### config.mk
export PLATFORM = sky130hd
export DESIGN_NAME = uart_rx_flat
export DESIGN_NICKNAME = d
export VERILOG_FILES = /design/src/rtl/uart_pkg.sv /design/src/rtl/uart_rx_if.sv /design/src/rtl/uart_rx_parity_chk.sv /design/src/rtl/uart_rx.sv /design/src/flat_wrapper.sv
export SDC_FILE = /design/constraint.sdc
export NUM_CORES = 1
export LEC_CHECK = 0
export BUFFER_PORTS_ARGS = -buffer_cell sky130_fd_sc_hd__buf_2
export CAP_MARGIN = 20
export CORE_UTILIZATION = 55
export DETAILED_ROUTE_END_ITERATION = 10
export PLACE_DENSITY_LB_ADDON = 0.08
export SYNTH_ARGS = -nofsm -noshare
export SYNTH_HDL_FRONTEND = slang
export SYNTH_SLANG_ARGS = --single-unit
### constraint.sdc
create_clock -name clk -period 4.9 [get_ports clk]
set_input_delay 0.49 -clock clk [delete_from_list [all_inputs] [get_ports clk]]
set_output_delay 0.49 -clock clk [all_outputs]
set_load 0.005 [all_outputs]
### src/rtl/uart_pkg.sv
// Shared UART constants: parity_type encoding, RX FSM states, default bit period.
// Imported by the receiver and by the transmitter parity logic.
package uart_pkg;

   localparam logic [1:0] PAR_NONE      = 2'b00;
   localparam logic [1:0] PAR_EVEN      = 2'b01;
   localparam logic [1:0] PAR_ODD       = 2'b10;
   localparam logic [1:0] PAR_ODD_NOADD = 2'b11;

   localparam int CLKS_PER_BIT_DEF = 16;

   typedef enum logic [2:0] {
      IDLE,
      START,
      DATA,
      PARITY,
      STOP,
      DONE
   } rx_state_e;

endpackage

### src/rtl/uart_rx_if.sv
// UART receiver bundle: serial line + config in, byte + status out.
// slave = receiver side, master = the block feeding/consuming it.
interface uart_rx_if #(
   parameter int DATA_W = 8
);
   logic              rx;
   logic [1:0]        parity_type;
   logic              stop_bits;
   logic [DATA_W-1:0] rx_data;
   logic              rx_valid;
   logic              parity_error;
   logic              frame_error;
   logic              busy;

   modport slave (
      input  rx, parity_type, stop_bits,
      output rx_data, rx_valid, parity_error, frame_error, busy
   );

   modport master (
      output rx, parity_type, stop_bits,
      input  rx_data, rx_valid, parity_error, frame_error, busy
   );
endinterface

### src/rtl/uart_rx_parity_chk.sv
// Expected parity bit for a received byte under the given parity_type.
// Ports: data (received bits), parity_type, exp_bit (value the wire should carry).
module uart_rx_parity_chk
   import uart_pkg::*;
#(
   parameter int DATA_W = 8
) (
   input  logic [DATA_W-1:0] data,
   input  logic [1:0]        parity_type,
   output logic              exp_bit
);

   always_comb begin
      exp_bit = 1'b0;
      unique case (parity_type)
         PAR_EVEN: exp_bit = ^data;
         PAR_ODD:  exp_bit = ~^data;
         default:  exp_bit = 1'b0;
      endcase
   end

endmodule

### src/rtl/uart_rx.sv
// UART receiver: 2-flop sync, start/data/parity/stop recovery, byte + status out.
// Ports: clk, rst (sync, active high), bus (uart_rx_if.slave). Macro RX_MAJORITY_VOTE_EN.
module uart_rx
   import uart_pkg::*;
#(
   parameter int CLKS_PER_BIT = CLKS_PER_BIT_DEF,
   parameter int DATA_W       = 8
) (
   input  logic         clk,
   input  logic         rst,
   uart_rx_if.slave     bus
);

   localparam int CW = $clog2(CLKS_PER_BIT + 2);
   localparam int BW = $clog2(DATA_W + 1);

`ifdef RX_MAJORITY_VOTE_EN
   localparam int FIRST = CLKS_PER_BIT / 2 + 1;
`else
   localparam int FIRST = CLKS_PER_BIT / 2;
`endif

   localparam logic [CW-1:0] FIRST_C = CW'(FIRST);
   localparam logic [CW-1:0] BIT_C   = CW'(CLKS_PER_BIT);
   localparam logic [BW-1:0] LAST_C  = BW'(DATA_W - 1);

   rx_state_e         state_q, state_d;
   logic              sync1, rx_s, rx_d1;
   logic [1:0]        vld;
   logic              armed;
   logic              bit_val;
   logic              tick;
   logic              bit_last;
   logic              stop_last;
   logic [CW-1:0]     cnt_q;
   logic [BW-1:0]     bit_cnt_q;
   logic [DATA_W-1:0] shreg;
   logic [1:0]        ptype_q;
   logic              stop2_q;
   logic              perr_q, ferr_q;
   logic              exp_par;
   logic [DATA_W-1:0] data_o;
   logic              perr_o, ferr_o;

`ifdef RX_MAJORITY_VOTE_EN
   logic rx_d2;
   always_ff @(posedge clk) begin
      if (rst) rx_d2 <= 1'b1;
      else     rx_d2 <= rx_d1;
   end
   // Window is point-1..point+1, decided one cycle late.
   assign bit_val = (rx_s & rx_d1) | (rx_s & rx_d2) | (rx_d1 & rx_d2);
`else
   assign bit_val = rx_s;
`endif

   // vld tracks when rx_s reflects the real line instead of reset ones;
   // armed requires a genuine high before any falling edge counts.
   always_ff @(posedge clk) begin
      if (rst) begin
         sync1 <= 1'b1;
         rx_s  <= 1'b1;
         rx_d1 <= 1'b1;
         vld   <= 2'b00;
         armed <= 1'b0;
      end else begin
         sync1 <= bus.rx;
         rx_s  <= sync1;
         rx_d1 <= rx_s;
         vld   <= {vld[0], 1'b1};
         if (vld[1] && rx_s) armed <= 1'b1;
      end
   end

   assign tick      = (state_q == START) ? (cnt_q == FIRST_C)
                                         : (cnt_q == BIT_C);
   assign bit_last  = (bit_cnt_q == LAST_C);
   assign stop_last = !stop2_q || bit_cnt_q[0];

   uart_rx_parity_chk #(.DATA_W(DATA_W)) u_par (
      .data        (shreg),
      .parity_type (ptype_q),
      .exp_bit     (exp_par)
   );

   always_ff @(posedge clk) begin
      if (rst) state_q <= IDLE;
      else     state_q <= state_d;
   end

   always_comb begin
      state_d = state_q;
      unique case (state_q)
         IDLE:
            if (armed && rx_d1 && !rx_s) state_d = START;
         START:
            if (tick) state_d = bit_val ? IDLE : DATA;
         DATA:
            if (tick && bit_last)
               state_d = (ptype_q == PAR_EVEN || ptype_q == PAR_ODD)
                         ? PARITY : STOP;
         PARITY:
            if (tick) state_d = STOP;
         STOP:
            if (tick && stop_last) state_d = DONE;
         DONE:
            state_d = IDLE;
         default:
            state_d = IDLE;
      endcase
   end

   always_ff @(posedge clk) begin
      if (rst) begin
         cnt_q     <= '0;
         bit_cnt_q <= '0;
         shreg     <= '0;
         ptype_q   <= PAR_NONE;
         stop2_q   <= 1'b0;
         perr_q    <= 1'b0;
         ferr_q    <= 1'b0;
         data_o    <= '0;
         perr_o    <= 1'b0;
         ferr_o    <= 1'b0;
      end else begin
         cnt_q <= (state_q == IDLE || tick) ? CW'(1) : cnt_q + 1'b1;
         if (state_q == IDLE) begin
            bit_cnt_q <= '0;
            perr_q    <= 1'b0;
            ferr_q    <= 1'b0;
         end
         if (state_q == START && tick) begin
            ptype_q <= bus.parity_type;
            stop2_q <= bus.stop_bits;
         end
         if (state_q == DATA && tick) begin
            shreg     <= {bit_val, shreg[DATA_W-1:1]};
            bit_cnt_q <= bit_last ? '0 : bit_cnt_q + 1'b1;
         end
         if (state_q == PARITY && tick && (bit_val != exp_par))
            perr_q <= 1'b1;
         if (state_q == STOP && tick) begin
            if (!bit_val) ferr_q <= 1'b1;
            bit_cnt_q <= bit_cnt_q + 1'b1;
         end
         // The final stop sample is folded in directly.
         if (state_q == STOP && state_d == DONE) begin
            data_o <= shreg;
            perr_o <= perr_q;
            ferr_o <= ferr_q | ~bit_val;
         end
      end
   end

   assign bus.rx_data      = data_o;
   assign bus.parity_error = perr_o;
   assign bus.frame_error  = ferr_o;
   assign bus.rx_valid     = (state_q == DONE);
   assign bus.busy         = (state_q != IDLE);

endmodule

### src/flat_wrapper.sv
// flat-port wrapper written by rule: the top's interface ports become plain ports
module uart_rx_flat import uart_pkg::*;
#(
   parameter int CLKS_PER_BIT = CLKS_PER_BIT_DEF,
   parameter int DATA_W       = 8
)
  (clk, rst, bus_rx, bus_parity_type, bus_stop_bits, bus_rx_data, bus_rx_valid, bus_parity_error, bus_frame_error, bus_busy);
  uart_rx_if #(.DATA_W(DATA_W)) bus_i ();
  input  logic clk;
  input  logic rst;
  input wire logic [$bits(bus_i.rx)-1:0] bus_rx;
  input wire logic [$bits(bus_i.parity_type)-1:0] bus_parity_type;
  input wire logic [$bits(bus_i.stop_bits)-1:0] bus_stop_bits;
  output wire logic [$bits(bus_i.rx_data)-1:0] bus_rx_data;
  output wire logic [$bits(bus_i.rx_valid)-1:0] bus_rx_valid;
  output wire logic [$bits(bus_i.parity_error)-1:0] bus_parity_error;
  output wire logic [$bits(bus_i.frame_error)-1:0] bus_frame_error;
  output wire logic [$bits(bus_i.busy)-1:0] bus_busy;
  assign bus_i.rx = bus_rx;
  assign bus_i.parity_type = bus_parity_type;
  assign bus_i.stop_bits = bus_stop_bits;
  assign bus_rx_data = bus_i.rx_data;
  assign bus_rx_valid = bus_i.rx_valid;
  assign bus_parity_error = bus_i.parity_error;
  assign bus_frame_error = bus_i.frame_error;
  assign bus_busy = bus_i.busy;
  uart_rx #(.CLKS_PER_BIT(CLKS_PER_BIT), .DATA_W(DATA_W)) u_core (.clk(clk), .rst(rst), .bus(bus_i));
endmodule
==> results of run 1 <==
critical path, cell delays in order (launching register included):
cell and delay [ns]:
dfxtp_1 0.61, inv_1 0.23, nand2_1 0.19, buf_2 0.14
report_power, final:
part / internal [mW] / switching (mW)
Combinational: 0.00480 / 0.00887
Clock: 0.0700 / 0.109
Sequential: 0.336 / 0.00275
state kept, by name, indices dropped and copies added (netlist names), 2 cells and up:
signal,count
u_core.bus.rx_data,8
u_core.shreg,8
u_core.cnt_q,5
u_core.bit_cnt_q,4
u_core.state_q,3
u_core.ptype_q,2
u_core.vld,2
per-layer routing:
layer / vias to the layer above / routed length (µm) / track usage
met5: - / 0 / 0
met4: 0 / 40 / 0.0764
met3: 5 / 118 / 0.0649
met2: 36 / 1560 / 0.332
met1: 651 / 1650 / 0.288
li1: 702 / - / -
worst paths after layout:
check	slack (ns)	cells past startpoint	end	start
worst min-delay path	0.31	2	u_core.sync1	bus_rx
worst max register to register	2.97	9	u_core.state_q[0]	u_core.cnt_q[0]
worst max-delay path	2.90	3	bus_busy	u_core.state_q[2]
worst min register to register	0.43	1	u_core.bit_val	u_core.sync1
kinds of logic (layout without fill, tap and decap cells):
kind of cell | count (synthesis) | after routing | synth area share
multiplexers | 21 | 21 | 0.115
AND/OR/NAND/NOR | 72 | 72 | 0.204
adder cells (fa/ha/maj) | 5 | 5 | 0.0342
buffers and inverters | 19 | 36 | 0.0411
XOR/XNOR | 11 | 11 | 0.0527
flip-flops | 41 | 41 | 0.449
AO/OA/AOI/OAI | 29 | 29 | 0.104
area by class of cell:
cell class | count | area (µm²) | area share
clock buffer | 6 | 51.3 | 0.0256
tap | 44 | 55.1 | 0.0275
inverter | 10 | 37.5 | 0.0187
multi-input combinational | 138 | 932 | 0.465
timing repair buffer | 18 | 92.6 | 0.0462
sequential | 41 | 821 | 0.410
clock inverter | 2 | 13.8 | 0.00687
cell usage in the layout, fill, tap and decap left out, drive strengths merged, types with 3 or more instances in the layout:
cell / n
nand3: 4
o21ai: 4
xnor2: 7
nand2b: 4
a31oi: 4
or2: 5
mux2i: 21
a21oi: 10
nor3: 3
dfxtp: 41
xor2: 4
clkbuf: 6
inv: 10
ha: 5
buf: 18
nor2: 40
nand2: 9
==> impl_results.md, run 1 <==
* Core region area at 0.00310 mm²
* Port Buffer Count at 17
* Placement-stage cell area at 0.00194 mm²
* Clock-pin transition on the worst setup and hold timing paths at 0.12 ns
* Overall global routing resource usage at 0.216
* RSZ-0062 raised after global routing: no
* Global route total overflow at 0
* Setup WS post-layout at 2.90 ns
* Portion of the clock cycle consumed by the worst path in the final layout at 0.408
* Post-DP HPWL at ~2400 µm
* Sink Count at 41
* Clock Skews at ~0.0077 ns
* Dpl cells at 251
* Number of synthesized flops with an enable pin at 0
* Initial Utilization at 0.589
* Largest area contributor in the netlist: dfxtp_1
* Wire length of the first global-routing pass at between 5000 and 6000 µm
* CTS hold repair buffers at 0
* Max_cap viols at 0
* Clock Tree Buf Depth at 2
* Max-slew violations at 0
* Yosys reg bits at 41
* List of most frequent post-synthesis cells: dfxtp_1, nor2_1, mux2i_1
* Number of different library cells in the post-synthesis netlist at 37
* Total nets after synthesis at about 210
* Final instance area at 0.00200 mm²
* Count of boundary I/O pins at 18
* Non-filler instance count after layout at approximately 260
* Number of buffers inserted during clock tree synthesis at 5
* Routed length per placed instance at between 10 and 15 µm
* Signal arrival time at the worst endpoint at 1.51 ns
* Area growth from synthesis to final layout at 9.58%
* Hold slack at 0.315 ns
* Number of antenna violations at the first check in global routing at 0
* # nets final at 225
* Sequential cell area fraction in the yosys report at 0.449
* Via count normalized by instance count at about 5.4
* Main area contributors after synthesis: dfxtp_1, mux2i_1, nor2_1, ha_1, xnor2_1
* Mean instance size in the synthesized netlist at around 9.2 µm²
* PnR Total Power at 0.532 mW
* DRT iter0 DRCs at a little under 80
* Place WS at 2.99 ns
* Count of synthesis-stage warnings from yosys at 0
* Yosys top cell area share at 0.449
* Residual DRC at 0
* DR vias at 1394
* Instance count of the mapped netlist at 198
* Final total negative setup slack at 0 ns
* Post-synth top flop: dfxtp_1
* Routability-driven placement congestion ratio at between 0.8 and 0.9
* Share of layout cells above drive strength 1 at 0.172
* Number of optimization iterations in the first detailed-route pass at 4
* Number of placement rows at 20
* X dimension of the die at between 50 and 60 µm
* CTS tree: done
* Fin. Hold Viols at 0
* Antenna-violating nets left at 0
* Highest ir drop seen on vdd at ~0.23 mV
* Antenna fix cells at 0
* Skew-Pair Late Insertion Delay at 0.35 ns
* Result of the run: finished, final reports clean
* Number of global-route vias before repair at 1267
* Maximum clock rate at 501 MHz
* FILL cells at 285
* Relative max-transition margin at 0.568
* Cell Pwr Density at 265 mW/mm²
* Class of the most critical setup path: register to output pin
* Async set-reset flop share out of synthesis at 0
* Maximum number of pins on one net before global-route repair at 38
* # H-tree levels at 2
* Setup-violating endpoint count in the final report at 0
* Root buffer cell: clkbuf_4
* Post-CTS setup repair buffer count at 0
* Worst slew pin tran at 0.648 ns
* Max FO, Critical Path at 12
* Core utilization of the finished layout at 0.646
* Die Height at 59.7 µm
* Library cell with the highest instance count after synthesis: dfxtp_1
* Area of the mapped netlist at 0.00183 mm²
* Capturing element type of the critical path: output pin
* Data required, critical path at 4.41 ns
* Area of the die at between 0.003 and 0.004 mm²
* Worst min-delay path class: input pin to register
* Post-CTS Resized at 0
* Kind of launch point of the worst setup path: register
* Total wirelength of the detailed-routed design at 3360 µm
* Clock period minus worst slack at ~2.0 ns
* Leakage power total at 0.852 nW
No activity file was read; power rests on OpenSTA's default activity.
==> run 2: changes to the inputs <==
CORE_UTILIZATION = 52   (was 55)
clock period = 1.6 ns   (was 4.9 ns; I/O delays follow)
==> impl_results.md, run 2 (synthesis results as in run 1) <==
* Result of the run: finished, final reports clean (unchanged)
* Highest ir drop seen on vdd at 0.726 mV (was 0.227 mV)
* Number of placement rows at 21 (was 20)
* Share of layout cells above drive strength 1 at 0.350 (was 0.172)
* Hold slack at 0.0336 ns (was 0.315 ns)
* Core utilization of the finished layout at 0.706 (was 0.646)
* Area of the die at 0.00376 mm² (was 0.00356 mm²)
* Startpoint of the tightest hold check path: bus_stop_bits (was bus_rx)
* Dpl cells at 275 (was 251)
* Relative max-transition margin at 0.724 (was 0.568)
* Max FO, Critical Path at 6 (was 12)
* X dimension of the die at 61.3 µm (was 59.7 µm)
* Clock-pin transition on the worst setup and hold timing paths at 0.12 ns (about the same)
* Max_cap viols at 0 (unchanged)
* Cell depth of the worst hold path at 3 (was 2)
* Sink Count at 41 (unchanged)
* Worst min-delay path class: input pin to register (unchanged)
* Placement-stage cell area at 0.00211 mm² (was 0.00194 mm²)
* Slowest cell on the critical path: dfxtp_2 (was dfxtp_1)
* Number of global-route vias before repair at 1431 (was 1267)
* Class of the most critical setup path: register to register (was register to output pin)
* Data required, critical path at 1.86 ns (was 4.41 ns)
* Routed length per placed instance at 14.4 µm (was 13.0 µm)
* Core region area at 0.00336 mm² (was 0.00310 mm²)
* End point of the worst hold path: u_core.stop2_q (was u_core.sync1)
* Most used cells in the layout excluding fill and tap cells: nor2_1, dfxtp_1, mux2i_1 (was dfxtp_1, nor2_1, mux2i_1)
* RSZ-0062 raised after global routing: yes (was no)
* Maximum clock rate at 633 MHz
* Overall global routing resource usage at 0.244 (was 0.216)
* Leakage power total at 1.02 nW (was 0.852 nW)
* Clock period minus worst slack at about 1.6 ns
* Routability-driven placement congestion ratio at 0.827 (was 0.847)
* Port Buffer Count at 17 (unchanged)
* Die Height at 61.3 µm (was 59.7 µm)
* Place WS at -0.114 ns (was 2.99 ns)
* Initial Utilization at 0.544 (was 0.589)
* Fin. Hold Viols at 0 (unchanged)
* FF/Latch Area at 831 µm² (was 821 µm²)
* Number of antenna violations at the first check in global routing at 0 (unchanged)
* Residual DRC at 0 (unchanged)
* FF-to-FF setup slack at 0.02 ns (was 2.97 ns)
* FILL cells at 263 (was 285)
* Wire length of the first global-routing pass at 6490 µm (was 5600 µm)
* Area growth from synthesis to final layout at 29.8% (was 9.58%)
* Max-slew violations at 0 (unchanged)
* Worst slew pin tran at 0.414 ns (was 0.648 ns)
* Most common cell after layout, fill and taps aside: nor2_1 (was dfxtp_1)
* Clock Skews at 0.00273 ns (was 0.00765 ns)
* Worst r2r src: u_core.cnt_q[0] (unchanged)
* Final total negative setup slack at 0 ns (unchanged)
* Launch point of the worst path: u_core.cnt_q[0] (was u_core.state_q[2])
* DR vias at 1530 (was 1394)
* Total wirelength of the detailed-routed design at 4130 µm (was 3360 µm)
* Root buffer cell: clkbuf_4 (unchanged)
* Crit path cell chain: inv_2 -> ha_4 -> nand4bb_4 -> nor2_4 -> nand2_4 -> nor2_8 -> buf_12 -> mux2i_1 -> nor2_1 (was inv_1 -> nand2_1 -> buf_2)
* Clock Tree Buf Depth at 2 (unchanged)
* # H-tree levels at 2 (unchanged)
* Skew-Pair Late Insertion Delay at 0.36 ns (was 0.35 ns)
* Number of optimization iterations in the first detailed-route pass at 4 (unchanged)
* Number of buffers inserted during clock tree synthesis at 5 (unchanged)
* Maximum number of pins on one net before global-route repair at 22 (was 38)
* Signal arrival time at the worst endpoint at 1.84 ns (was 1.51 ns)
* Via count normalized by instance count at 5.35 (was 5.38)
* Non-filler instance count after layout at 286 (was 259)
* Reg2Reg Depth at 9 (unchanged)
* Worst stage delay on the critical path at 0.35 ns (was 0.61 ns)
* Antenna fix cells at 0 (unchanged)
* Cell Pwr Density at 748 mW/mm² (was 265 mW/mm²)
* Post-DP HPWL at 2830 µm (was 2370 µm)
* Global route total overflow at 0 (unchanged)
* Kind of launch point of the worst setup path: register (unchanged)
* Setup-violating endpoint count in the final report at 0 (unchanged)
* PnR Total Power at 1.78 mW (was 0.532 mW)
* DRT iter0 DRCs at 79 (unchanged)
* # nets final at 250 (was 225)
* Final instance area at 0.00237 mm² (was 0.00200 mm²)
* Setup WS post-layout at 0.0208 ns (was 2.90 ns)
* Capturing element type of the critical path: register (was output pin)
* Portion of the clock cycle consumed by the worst path in the final layout at 0.987
* CTS tree: done (unchanged)
* Reg-to-Reg End: u_core.shreg[3] (was u_core.state_q[0])
* Antenna-violating nets left at 0 (unchanged)
* Count of boundary I/O pins at 18 (unchanged)
* Area of combinational cells with multiple inputs at 0.00105 mm² (was 932 µm²)
run 2: changes by cell type in the layout (fill, tap and decap cells not counted), sizes merged:
cell	previous run	this run
buf	18	42
bufinv	0	1
clkinv	2	1
dlygate4sd3	0	1
run 2: worst max path at each step:
stage	to	slack [ns]	depth (start not counted)
3_5_place_dp	u_core.state_q[0]	-0.11	8
5_1_grt	u_core.state_q[0]	-0.10	8
3_3_place_gp	u_core.state_q[1]	-0.04	8
4_1_cts	u_core.state_q[0]	-0.02	8
2_1_floorplan	u_core.bus.parity_error	0.006	8
6_report	u_core.shreg[3]	0.02	9
run 2: critical path: cells and delay by family (launching register included):
kind / cells / cell delay (ns)
fa+ha+maj: 1 / 0.16
flops: 1 / 0.35
buf+inv: 2 / 0.20
simple gates: 5 / 0.58
mux: 1 / 0.19
run 2: timing repair:
item / 4_1_cts / 5_1_grt
resized for setup: 15 / 20
pin swaps: 7 / 10
endpoints found under the hold margin: 1 / 0
hold buffers: 1 / 0
gates cloned: 0 / 0
setup buffers: 2 / 1
endpoints found under the setup margin: 19 / 26
run 2: layer usage:
metal  part of all wire  track usage  wire, µm
met5                  0            0         0
met4              0.019        0.120        77
met3              0.041       0.0525       170
met2               0.48        0.407      2000
met1               0.46        0.297      1880
run 2: final cells by class:
cell class                 count  area share
multi-input combinational    138       0.442
tap                           46      0.0242
timing repair buffer          43       0.134
clock buffer                   6      0.0174
inverter                      10      0.0158
clock inverter                 2      0.0163
sequential                    41       0.350
run 2: power by group:
part	switching [mW]	internal [mW]	total (mW)
Sequential	0.00655	1.03	1.04
Clock	0.346	0.333	0.679
Combinational	0.0371	0.0245	0.0615
Total	0.390	1.39	1.78
==> run 3: changes to the inputs <==
ABC_CLOCK_PERIOD_IN_PS = 1400   (was default)
clock period = 1.4 ns   (was 1.6 ns; I/O delays follow)
==> impl_results.md, run 3 (synthesis results as in run 1) <==
* Most used cells in the layout excluding fill and tap cells: nor2_1, dfxtp_1, buf_4 (was nor2_1, dfxtp_1, mux2i_1)
* Relative max-transition margin at 0.682 (was 0.724)
* Signal arrival time at the worst endpoint at 1.86 ns (was 1.84 ns)
* Number of antenna violations at the first check in global routing at 0 (unchanged)
* Clock Tree Buf Depth at 2 (unchanged)
* Residual DRC at 0 (unchanged)
* DR vias at 1557 (was 1530)
* Final total negative setup slack at -3.68 ns (was 0 ns)
* Overall global routing resource usage at 0.227 (was 0.244)
* Antenna-violating nets left at 0 (unchanged)
* Result of the run: complete, but fails checks (was finished, final reports clean)
* Skew-Pair Late Insertion Delay at 0.36 ns (about the same)
* Class of the most critical setup path: register to register (unchanged)
* Max-slew violations at 0 (unchanged)
* Die Height at 61.3 µm (unchanged)
* Number of buffers inserted during clock tree synthesis at 5 (unchanged)
* Clock Skews at 0.0160 ns (was 0.00273 ns)
* Count of boundary I/O pins at 18 (unchanged)
* Routed length per placed instance at 13.8 µm (was 14.4 µm)
* Kind of launch point of the worst setup path: register (unchanged)
* Portion of the clock cycle consumed by the worst path in the final layout at 1.15 (was 0.987)
* Sink Count at 41 (unchanged)
* Initial Utilization at 0.544 (unchanged)
* Port Buffer Count at 17 (unchanged)
* Highest ir drop seen on vdd at 0.574 mV (was 0.726 mV)
* CTS tree: done (unchanged)
* Clock-pin transition on the worst setup and hold timing paths at 0.12 ns (about the same)
* Launch point of the worst path: u_core.cnt_q[1] (was u_core.cnt_q[0])
* Number of optimization iterations in the first detailed-route pass at 4 (unchanged)
* Capturing element type of the critical path: register (unchanged)
* Worst Setup EP: u_core.shreg[0] (was u_core.shreg[3])
* Worst slew pin tran at 0.477 ns (was 0.414 ns)
* PnR Total Power at 1.90 mW (was 1.78 mW)
* FILL cells at 258 (was 263)
* DRT iter0 DRCs at 63 (was 79)
* Reg2Reg Depth at 9 (unchanged)
* Leakage power total at 1.10 nW (was 1.02 nW)
* FF-to-FF setup slack at -0.21 ns (was 0.02 ns)
* Routability-driven placement congestion ratio at 0.835 (was 0.827)
* Post-DP HPWL at 2730 µm (was 2830 µm)
* Maximum number of pins on one net before global-route repair at 26 (was 22)
* Cell Pwr Density at 737 mW/mm² (was 748 mW/mm²)
* Share of layout cells above drive strength 1 at 0.457 (was 0.350)
* Max_cap viols at 0 (unchanged)
* Setup WS post-layout at -0.206 ns (was 0.0208 ns)
* Reg-to-Reg End: u_core.shreg[0] (was u_core.shreg[3])
* Core region area at 0.00336 mm² (unchanged)
* Number of placement rows at 21 (unchanged)
* Worst min-delay path class: input pin to register (unchanged)
* Violations in the final reports: setup timing
* Root buffer cell: clkbuf_4 (unchanged)
* Global route total overflow at 0 (unchanged)
* Antenna fix cells at 0 (unchanged)
* RSZ-0062 raised after global routing: yes (unchanged)
* FF/Latch Area at 835 µm² (was 831 µm²)
* Wire length of the first global-routing pass at 6060 µm (was 6490 µm)
* Via count normalized by instance count at 5.19 (was 5.35)
* Clock period minus worst slack at 1.61 ns (was 1.58 ns)
* Number of global-route vias before repair at 1341 (was 1431)
* Area of the die at 0.00376 mm² (unchanged)
* X dimension of the die at 61.3 µm (unchanged)
* Total wirelength of the detailed-routed design at 4150 µm (was 4130 µm)
* Worst r2r src: u_core.cnt_q[1] (was u_core.cnt_q[0])
* Data required, critical path at 1.66 ns (was 1.86 ns)
* Area of combinational cells with multiple inputs at 0.00113 mm² (was 0.00105 mm²)
* # H-tree levels at 2 (unchanged)
* Area growth from synthesis to final layout at 40.6% (was 29.8%)
* Max FO, Critical Path at 8 (was 6)
* Setup-violating endpoint count in the final report at 28 (was 0)
* Fin. Hold Viols at 0 (unchanged)
* Maximum clock rate at 623 MHz (was 633 MHz)
* # nets final at 265 (was 250)
==> run 3: cell types whose count changed in the layout (fill, tap and decap cells not counted), sizes merged <==
cell	delta
bufinv	-1
clkinv	-1
clkinvlp	+1
buf	+15
==> run 3: where the power goes <==
group | internal [mW] | switching (mW)
clock network | 0.235 | 0.398
logic | 0.0359 | 0.0430
registers | 1.18 | 0.00743
==> run 3: stage by stage <==
stage | setup slack (ns) | instance area (µm²) | std cells | util | hold WS [ns]
finish | -0.206 | 2570 | 300 | 0.764 | 0.00556
global route | -0.302 | 2570 | 300 | 0.764 | 0.0101
CTS | -0.162 | 2400 | 295 | 0.714 | 0.0110
detailed placement | -0.179 | 2220 | 284 | 0.661 | 0.329
global placement | -0.116 | 2220 | 284 | 0.661 | 0.324
floorplan | -0.0984 | 1860 | 198 | - | 0.244
==> run 3: worst min-delay path by stage <==
stage,slack [ns],end,start,cells past startpoint
after floorplan,0.24,u_core.sync1,bus_rx,1
after global placement,0.32,u_core.sync1,bus_rx,2
after detailed placement,0.33,u_core.sync1,bus_rx,2
after CTS,0.01,u_core.ptype_q[1],bus_parity_type[1],3
after global routing,0.01,u_core.ptype_q[1],bus_parity_type[1],3
final,0.006,u_core.ptype_q[1],bus_parity_type[1],3
==> run 3: area by class of cell <==
class | count | area share
well taps | 46 | 0.0224
clock inverters | 1 | 0.00292
repair buffers | 58 | 0.175
inverters | 10 | 0.0146
flip-flops and latches | 41 | 0.325
multi-input cells | 138 | 0.440
clock buffers | 6 | 0.0200
==> run 3: critical path, stage by stage, from the launching register on <==
cell and delay (ns):
dfxtp_2 0.35, inv_2 0.06, ha_4 0.16, nand4bb_4 0.15, nor2_4 0.18, nand2_4 0.09
nor2_8 0.10, buf_12 0.15, mux2i_4 0.21, nor2_1 0.05
==> run 3: layer usage <==
layer	wire length [µm]	vias up	share of wire	global-route usage
met3	164	6	0.040	0.0651
met2	1990	33	0.48	0.346
li1	-	783	-	-
met1	1940	735	0.47	0.305
met5	0	-	0	0
met4	53	0	0.013	0.0844
==> run 3: timing repair <==
| action | in CTS | in global routing |
|---|---|---|
| setup buffers | 3 | 6 |
| resized for setup | 25 | 30 |
| endpoints found under the setup margin | 31 | 35 |
| hold endpoints to repair | 1 | 0 |
| hold buffers | 1 | 0 |
| gates cloned | 0 | 0 |
| pin swaps | 8 | 12 |
